$ cat config.mk
export PLATFORM = sky130hd
export DESIGN_NAME = canvas_writer
export DESIGN_NICKNAME = d
export VERILOG_FILES = /design/src/rtl/canvas_writer.sv
export SDC_FILE = /design/constraint.sdc
export NUM_CORES = 1
export LEC_CHECK = 0
export CAP_MARGIN = 20
export CELL_PAD_IN_SITES_DETAIL_PLACEMENT = 1
export CELL_PAD_IN_SITES_GLOBAL_PLACEMENT = 2
export CORE_MARGIN = 3
export CORE_UTILIZATION = 30
export DETAILED_ROUTE_END_ITERATION = 8
export PLACE_DENSITY_LB_ADDON = 0.1
export SYNTH_ARGS = -nofsm -noshare
export SYNTH_HDL_FRONTEND = slang
export SYNTH_SLANG_ARGS = --single-unit
export TNS_END_PERCENT = 20
$ cat constraint.sdc
create_clock -name clk -period 8.27 [get_ports clk]
set_clock_uncertainty 0.05 [all_clocks]
set_input_delay 1.654 -clock clk [delete_from_list [all_inputs] [get_ports clk]]
set_output_delay 1.654 -clock clk [all_outputs]
set_load 0.005 [all_outputs]
$ cat src/rtl/canvas_writer.sv
// Publishes game statistics and per-key status bytes to a canvas RAM over an Avalon-MM write
// master; only bytes that changed since their last write are sent.
module canvas_writer #(
    parameter int unsigned FORCE_FULL = 0,
    parameter logic [5:0]  KEY_BASE   = 6'h05
) (
    input  logic        clk,
    input  logic        reset,
    input  logic        commit,
    input  logic [23:0] score,
    input  logic [15:0] acc,
    input  logic [15:0] npure,
    input  logic [15:0] nfar,
    input  logic [15:0] nlost,
    input  logic [15:0] ncombo,
    input  logic [1:0]  gst_state,
    input  logic [1:0]  gst_fig,
    input  logic [7:0]  life,
    input  logic [7:0]  skill,
    input  logic        key_valid,
    output logic        key_ready,
    input  logic [5:0]  key_idx,
    input  logic [7:0]  key_stat,
    output logic        avm_cs,
    output logic        avm_wren,
    output logic [5:0]  avm_addr,
    output logic [7:0]  avm_wdata,
    input  logic        avm_waitrequest,
    output logic        busy
);

    typedef enum logic [0:0] {StSelect, StIssue} state_e;

    state_e            state_q, state_d;
    logic [5:0]        addr_q, addr_d;
    logic [7:0]        wdata_q, wdata_d;
    logic [15:0]       dirty_q, dirty_d;
    logic              pending_q, pending_d;
    logic              valid_q, valid_d;
    logic [3:0]        slot_q, slot_d;
    logic              is_stat_q, is_stat_d;
    logic [15:0][7:0]  shadow_q, last_q;
    logic [15:0][7:0]  snap;
    logic [3:0]        low_slot;
    logic              key_ok;
    logic              snap_en, done_en;

    function automatic logic [5:0] slot_addr(input logic [3:0] s);
        if (s < 4'd5)      return {2'b00, s};
        else if (s < 4'd8) return 6'h2B + {2'b00, s};
        else               return 6'h30 + {2'b00, s};
    endfunction

    always_comb begin
        snap[0]  = score[7:0];
        snap[1]  = score[15:8];
        snap[2]  = score[23:16];
        snap[3]  = acc[7:0];
        snap[4]  = acc[15:8];
        snap[5]  = {4'b0000, gst_state, gst_fig};
        snap[6]  = life;
        snap[7]  = skill;
        snap[8]  = npure[7:0];
        snap[9]  = npure[15:8];
        snap[10] = nfar[7:0];
        snap[11] = nfar[15:8];
        snap[12] = nlost[7:0];
        snap[13] = nlost[15:8];
        snap[14] = ncombo[7:0];
        snap[15] = ncombo[15:8];
    end

    always_comb begin
        low_slot = '0;
        for (int i = 15; i >= 0; i--) begin
            if (dirty_q[i]) low_slot = 4'(i);
        end
    end

    // Indices 43..45 would alias the stat bytes at 0x30..0x32.
    assign key_ok = (key_idx <= 6'd42) || (key_idx >= 6'd46 && key_idx <= 6'd50);

    always_comb begin
        state_d   = state_q;
        addr_d    = addr_q;
        wdata_d   = wdata_q;
        dirty_d   = dirty_q;
        pending_d = pending_q | commit;
        valid_d   = valid_q;
        slot_d    = slot_q;
        is_stat_d = is_stat_q;
        snap_en   = 1'b0;
        done_en   = 1'b0;
        unique case (state_q)
            StSelect: begin
                if (key_valid) begin
                    if (key_ok) begin
                        state_d   = StIssue;
                        addr_d    = KEY_BASE + key_idx;
                        wdata_d   = key_stat;
                        is_stat_d = 1'b0;
                    end
                end else if (|dirty_q) begin
                    state_d   = StIssue;
                    addr_d    = slot_addr(low_slot);
                    wdata_d   = shadow_q[low_slot];
                    slot_d    = low_slot;
                    is_stat_d = 1'b1;
                end else if (pending_q) begin
                    // A commit arriving in this very cycle stays pending for the next snapshot.
                    snap_en   = 1'b1;
                    pending_d = commit;
                    valid_d   = 1'b1;
                    for (int i = 0; i < 16; i++) begin
                        dirty_d[i] = (FORCE_FULL != 0) || !valid_q || (snap[i] != last_q[i]);
                    end
                end
            end
            StIssue: begin
                if (!avm_waitrequest) begin
                    state_d = StSelect;
                    if (is_stat_q) begin
                        dirty_d[slot_q] = 1'b0;
                        done_en         = 1'b1;
                    end
                end
            end
            default: state_d = StSelect;
        endcase
    end

    always_ff @(posedge clk) begin
        if (!reset) begin
            state_q   <= StSelect;
            addr_q    <= '0;
            wdata_q   <= '0;
            dirty_q   <= '0;
            pending_q <= 1'b0;
            valid_q   <= 1'b0;
            slot_q    <= '0;
            is_stat_q <= 1'b0;
        end else begin
            state_q   <= state_d;
            addr_q    <= addr_d;
            wdata_q   <= wdata_d;
            dirty_q   <= dirty_d;
            pending_q <= pending_d;
            valid_q   <= valid_d;
            slot_q    <= slot_d;
            is_stat_q <= is_stat_d;
        end
    end

    always_ff @(posedge clk) begin
        if (reset && snap_en) shadow_q <= snap;
        if (reset && done_en) last_q[slot_q] <= shadow_q[slot_q];
    end

    assign avm_cs    = (state_q == StIssue);
    assign avm_wren  = avm_cs;
    assign avm_addr  = addr_q;
    assign avm_wdata = wdata_q;
    assign key_ready = reset && (state_q == StSelect);
    assign busy      = reset && ((state_q == StIssue) || pending_q || (|dirty_q));

endmodule
# After elaboration in Yosys (flattened, before gate mapping)
# Index checks and enable logic that the tools add are counted.
# totals
output_inout_bits	18
wordCells	169
regBits	290
in_bits	143
# op_classes
n_reduce_logical	32
mux	58
n_addsub	3
eq_ne	22
bitwise_logic	6
magnitude_cmp	8
# ops
cell	count
bitwise mux 128 bit	1
!= test 8 bit	15
two-way mux 16 bit	5
binary-select mux 8 bit (select 4 bit)	2
two-way mux 4 bit	16
two-way mux 8 bit	6
demux 8 bit (select 4 bit)	1
case mux 16 bit (2 select lines)	1
two-way mux 6 bit	5
logical OR 1 bit	19
two-way mux 1 bit	19
AND 16 bit	1
inverter 16 bit	1
OR reduction 16 bit	1
less-or-equal comparator 6 bit, second input constant	2
less-than comparator 4 x 5 -> 1 bit, second input constant	2
!= test 2 bit, second input constant	4
!= test 4 x 8 -> 1 bit	1
adder 3 x 6 -> 6 bit, first input constant	1
adder 5 x 5 -> 6 bit, first input constant	1
adder 6 x 4 -> 6 bit, first input constant	1
>= comparator 6 bit, second input constant	1
logical AND 1 bit	6
AND reduction 3 bit	2
other kinds (12)	15

# Depth between registers and ports, before layout
# depth
depth_word	21
ltp_mapped	13

# Worst setup path before layout
# No wires, ideal clock.
# synth_timing
path_type	input-to-reg
start	input key_valid
end	register shadow_q[0] (netlist name), enable pin
t_arrival_ns	7.235
setup_ns	0.609
setup_slack_ns	0.376
stages	3
n_path_buf	0
path_cell_list	nor3_2 nand2_2 nor2_1
# synth_between
elab_chain_cells	3
# synth_rtl
element	line	source
start: declaration	20	input logic key_valid,
two-way mux 1 bit	96	if (key_valid) begin
two-way mux 1 bit	94	unique case (state_q)
logical AND 1 bit	155	if (reset && snap_en) shadow_q <= snap;
end signal: assignment	155	
end: declaration	42	logic [15:0][7:0] shadow_q, last_q;
# Every way passes these cells.
# A chain may end at the register's enable or synchronous reset.

# Final worst setup path
# layout_timing
start	input reset
end	output key_ready
# layout_between
elab_chain_cells	1
# layout_rtl
element	line	source
start: declaration	8	input logic reset,
logical AND 1 bit	163	assign key_ready = reset && (state_q == StSelect);
end: declaration	21	output logic key_ready,
# Every way passes these cells.

==> qor.yml <==
clockBufferDepth: 3
cts-resized-gates: 0
cp.arrival_ns: 3.37
chipWidth_um: 216.6
worst_slack_ns: 3.191
met3_usage_pct: 3.141
setup_viol: 0
worstPathMaxFanout: 15
critPathRequiredTime_ns: 6.57
fp.dieH_um: 216.6
rsz0062_at_grt: "false"
insertion_delay_ns: 0.55
ys_seq_area_share_pct: 62.56
track_usage_pct: 20.23
antenna_cells: 0
finalWeightedCongestion: 0.8424
cts-buffers-inserted: 36
drive_gt1_share_pct: 11.46
hp-class: "reg2reg"
core-area_um2: 43460
dpl-instance-area_um2: 15550
wl_per_cell_um: 27.86
fin_setup_tns_ns: 0
overflow: 0
finalHoldViolCount: 0
fin_crit_ns: 5.079
fin_crit_sh_pct: 61.41
synth_top_area_cell: "edfxtp_1"
grt_pass1_wl_um: 67490
crit_top_cell: "clkdlybuf4s50_1"
drt-pass1-iter-count: 5
final.fill_count: 4496
grt_max_degree: 78
ir_drop_uv: 415.4
drt_iter0_markers: 660
antenna_found_initial: 1
cts_hold_buf: 0
synth_area_leaders: "edfxtp_1, xor2_1, mux4_2"
dp_hpwl_um: 33960
worstSetupStartpointType: "primary input"
ant_nets: 0
post-place-ws_ns: 3.162
cp_slowest_cell: "clkdlybuf4s50_1"
rows: 76
synthDistinctLibCells: 60
synth_flop_cell: "edfxtp_1"
grt.met2_usage_pct: 33.48
crit_family: "buffers and inverters"
cts_tree: "done"
via_count: 8698
outcome: "finished clean"
wirelength_um: 47420
netlist_instances: 923
via_per_inst: 5.110
htree_levels: 2
worstPathCellList: "clkdlybuf4s50_1 > inv_1 > nor2_1 > clkdlybuf4s50_1"
cts_setup_buffers: 0
worstSetupEndpointType: "output port"
worstMarginPinSlew_ns: 1.120
critPathKind: "in2out"
critPathBufInv: 3
initial_core_util_pct: 30.63
max_stage_delay_ns: 0.87
use_met1_pct: 28.07
relSlewSlack_pct: 25.36
synth-edff-count: 252
ys_warn_count: 0
max_freq_mhz: 196.9
synth_area_um2: 13310
syn_to_final_growth_pct: 25.13
io-pin-count: 161
clk_pin_slew_ns: 0.06
io_buffers: 160
synth_fp_nets: 1069
grt_pass1_vias: 9031
final_max_slew_viol_count: 0
syn_avg_cell_area_um2: 14.42
ys_seq_elements: 290
clock-sinks: 290
grt-busiest-layer: "met2"
p_per_area_nw_per_um2: 411.9
cts-root-buf: "clkbuf_16"
layout.nets: 1240
p_leak_uw: 0.005588
final_area_um2: 16660
ys_async_sr_fraction_pct: 0
synth_top_area_share_pct: 56.85
maxCapViolations: 0
fp.dieArea_um2: 46940
drc_errors: 0
state kept, by name, indices dropped and copies added (netlist names):
name and cells:
shadow_q 124, avm_cs 1, valid_q 1, avm_wdata 8, dirty_q 16, last_q 128, pending_q 1, slot_q 4
is_stat_q 1, avm_addr 6
worst reg2reg max path, stage by stage, from the launching register on:
cell	delay, ns
dfxtp_1	0.36
nor4_1	0.74
nand4_2	0.25
nor3_2	0.17
buf_4	0.25
nand2_2	0.23
nor2_4	0.17
buf_4	0.79
power breakdown:
part	internal [uW]	total, uW	switching, uW
clock	882	1500	621
combinational	1130	3300	2170
sequential	1940	2050	114
cell families (layout without fill, tap and decap cells):
logic type / after synthesis / count (layout) / synth area share [%]
xor+xnor: 129 / 129 / 8.488
mux: 103 / 103 / 11.97
simple gates: 219 / 219 / 8.441
fa+ha+maj: 3 / 3 / 0.2820
flops: 290 / 290 / 62.56
compound gates: 130 / 130 / 6.448
buf+inv: 49 / 243 / 1.805
layout make-up:
| cell class | instances | area (um^2) | share of cell area (%) |
|---|---|---|---|
| multi-input cells | 584 | 4771 | 28.64 |
| clock buffers | 46 | 959.7 | 5.761 |
| repair buffers | 174 | 1702 | 10.22 |
| inverters | 8 | 30.03 | 0.1803 |
| well taps | 585 | 732.0 | 4.394 |
| flip-flops and latches | 290 | 8330 | 50.01 |
| clock inverters | 15 | 132.6 | 0.7962 |
routing by layer:
metal  wire length (um)  share of wire (%)
met4                731                1.5
met3               2039                4.3
met2              22980                 48
met5                  0                  0
met1              21670                 46
cell usage after synthesis (7+ instances only):
master    count
edfxtp_1    252
xor2_1      109
mux2i_1      58
nor2_1       58
nand2_1      42
mux4_2       41
dfxtp_1      38
nor3_1       28
a21oi_1      27
a31oi_1      24
clkbuf_1     23
o21ai_0      20
xnor2_1      20
nor4_1       18
nand3_1      17
nand2b_1     15
nand4_1      14
buf_2         9
o211ai_1      8
inv_1         7
worst paths after layout:
check | startpoint | endpoint | slack [ns] | depth (start not counted)
max | reset | key_ready | 3.19 | 4
min | avm_wdata[4] | avm_wdata[4] | 0.42 | 2
max reg2reg | dirty_q[15] | shadow_q[3] | 4.73 | 7
min reg2reg | avm_wdata[4] | avm_wdata[4] | 0.42 | 2
per-stage QoR:
| stage | cells | power (uW) | utilization (%) | hold WS (ns) |
|---|---|---|---|---|
| floorplan | 923 | 4085 | - | 0.3970 |
| global placement | 1639 | 5448 | 35.79 | 0.4135 |
| detailed placement | 1639 | 5449 | 35.79 | 0.4133 |
| CTS | 1700 | 6978 | 38.31 | 0.4232 |
| global route | 1702 | 7229 | 38.33 | 0.4520 |
| finish | 1702 | 6861 | 38.33 | 0.4186 |
placed cells by master, fill, tap and decap left out, types with 5 or more instances in the layout:
| master | netlist | final |
|---|---|---|
| clkbuf_16 | 0 | 37 |
| a32oi_1 | 5 | 5 |
| dfxtp_1 | 38 | 36 |
| nor3_1 | 28 | 28 |
| mux2i_1 | 58 | 58 |
| xnor2_1 | 20 | 20 |
| a21boi_0 | 5 | 5 |
| a21boi_1 | 5 | 5 |
| clkinv_1 | 0 | 5 |
| a21oi_1 | 27 | 27 |
| a31oi_1 | 24 | 24 |
| nand3_1 | 17 | 17 |
| nand4_1 | 14 | 14 |
| clkdlybuf4s50_1 | 0 | 160 |
| a211oi_1 | 5 | 5 |
| buf_4 | 4 | 12 |
| o211ai_1 | 8 | 8 |
| o21ai_0 | 20 | 20 |
| edfxtp_1 | 252 | 252 |
| clkbuf_1 | 23 | 9 |
| nor2_1 | 58 | 57 |
| nand2_1 | 42 | 42 |
| inv_1 | 7 | 7 |
| nor4_1 | 18 | 18 |
| xor2_1 | 109 | 109 |
| mux4_2 | 41 | 41 |
| nand2b_1 | 15 | 15 |
(Power assumes the default switching activity.)
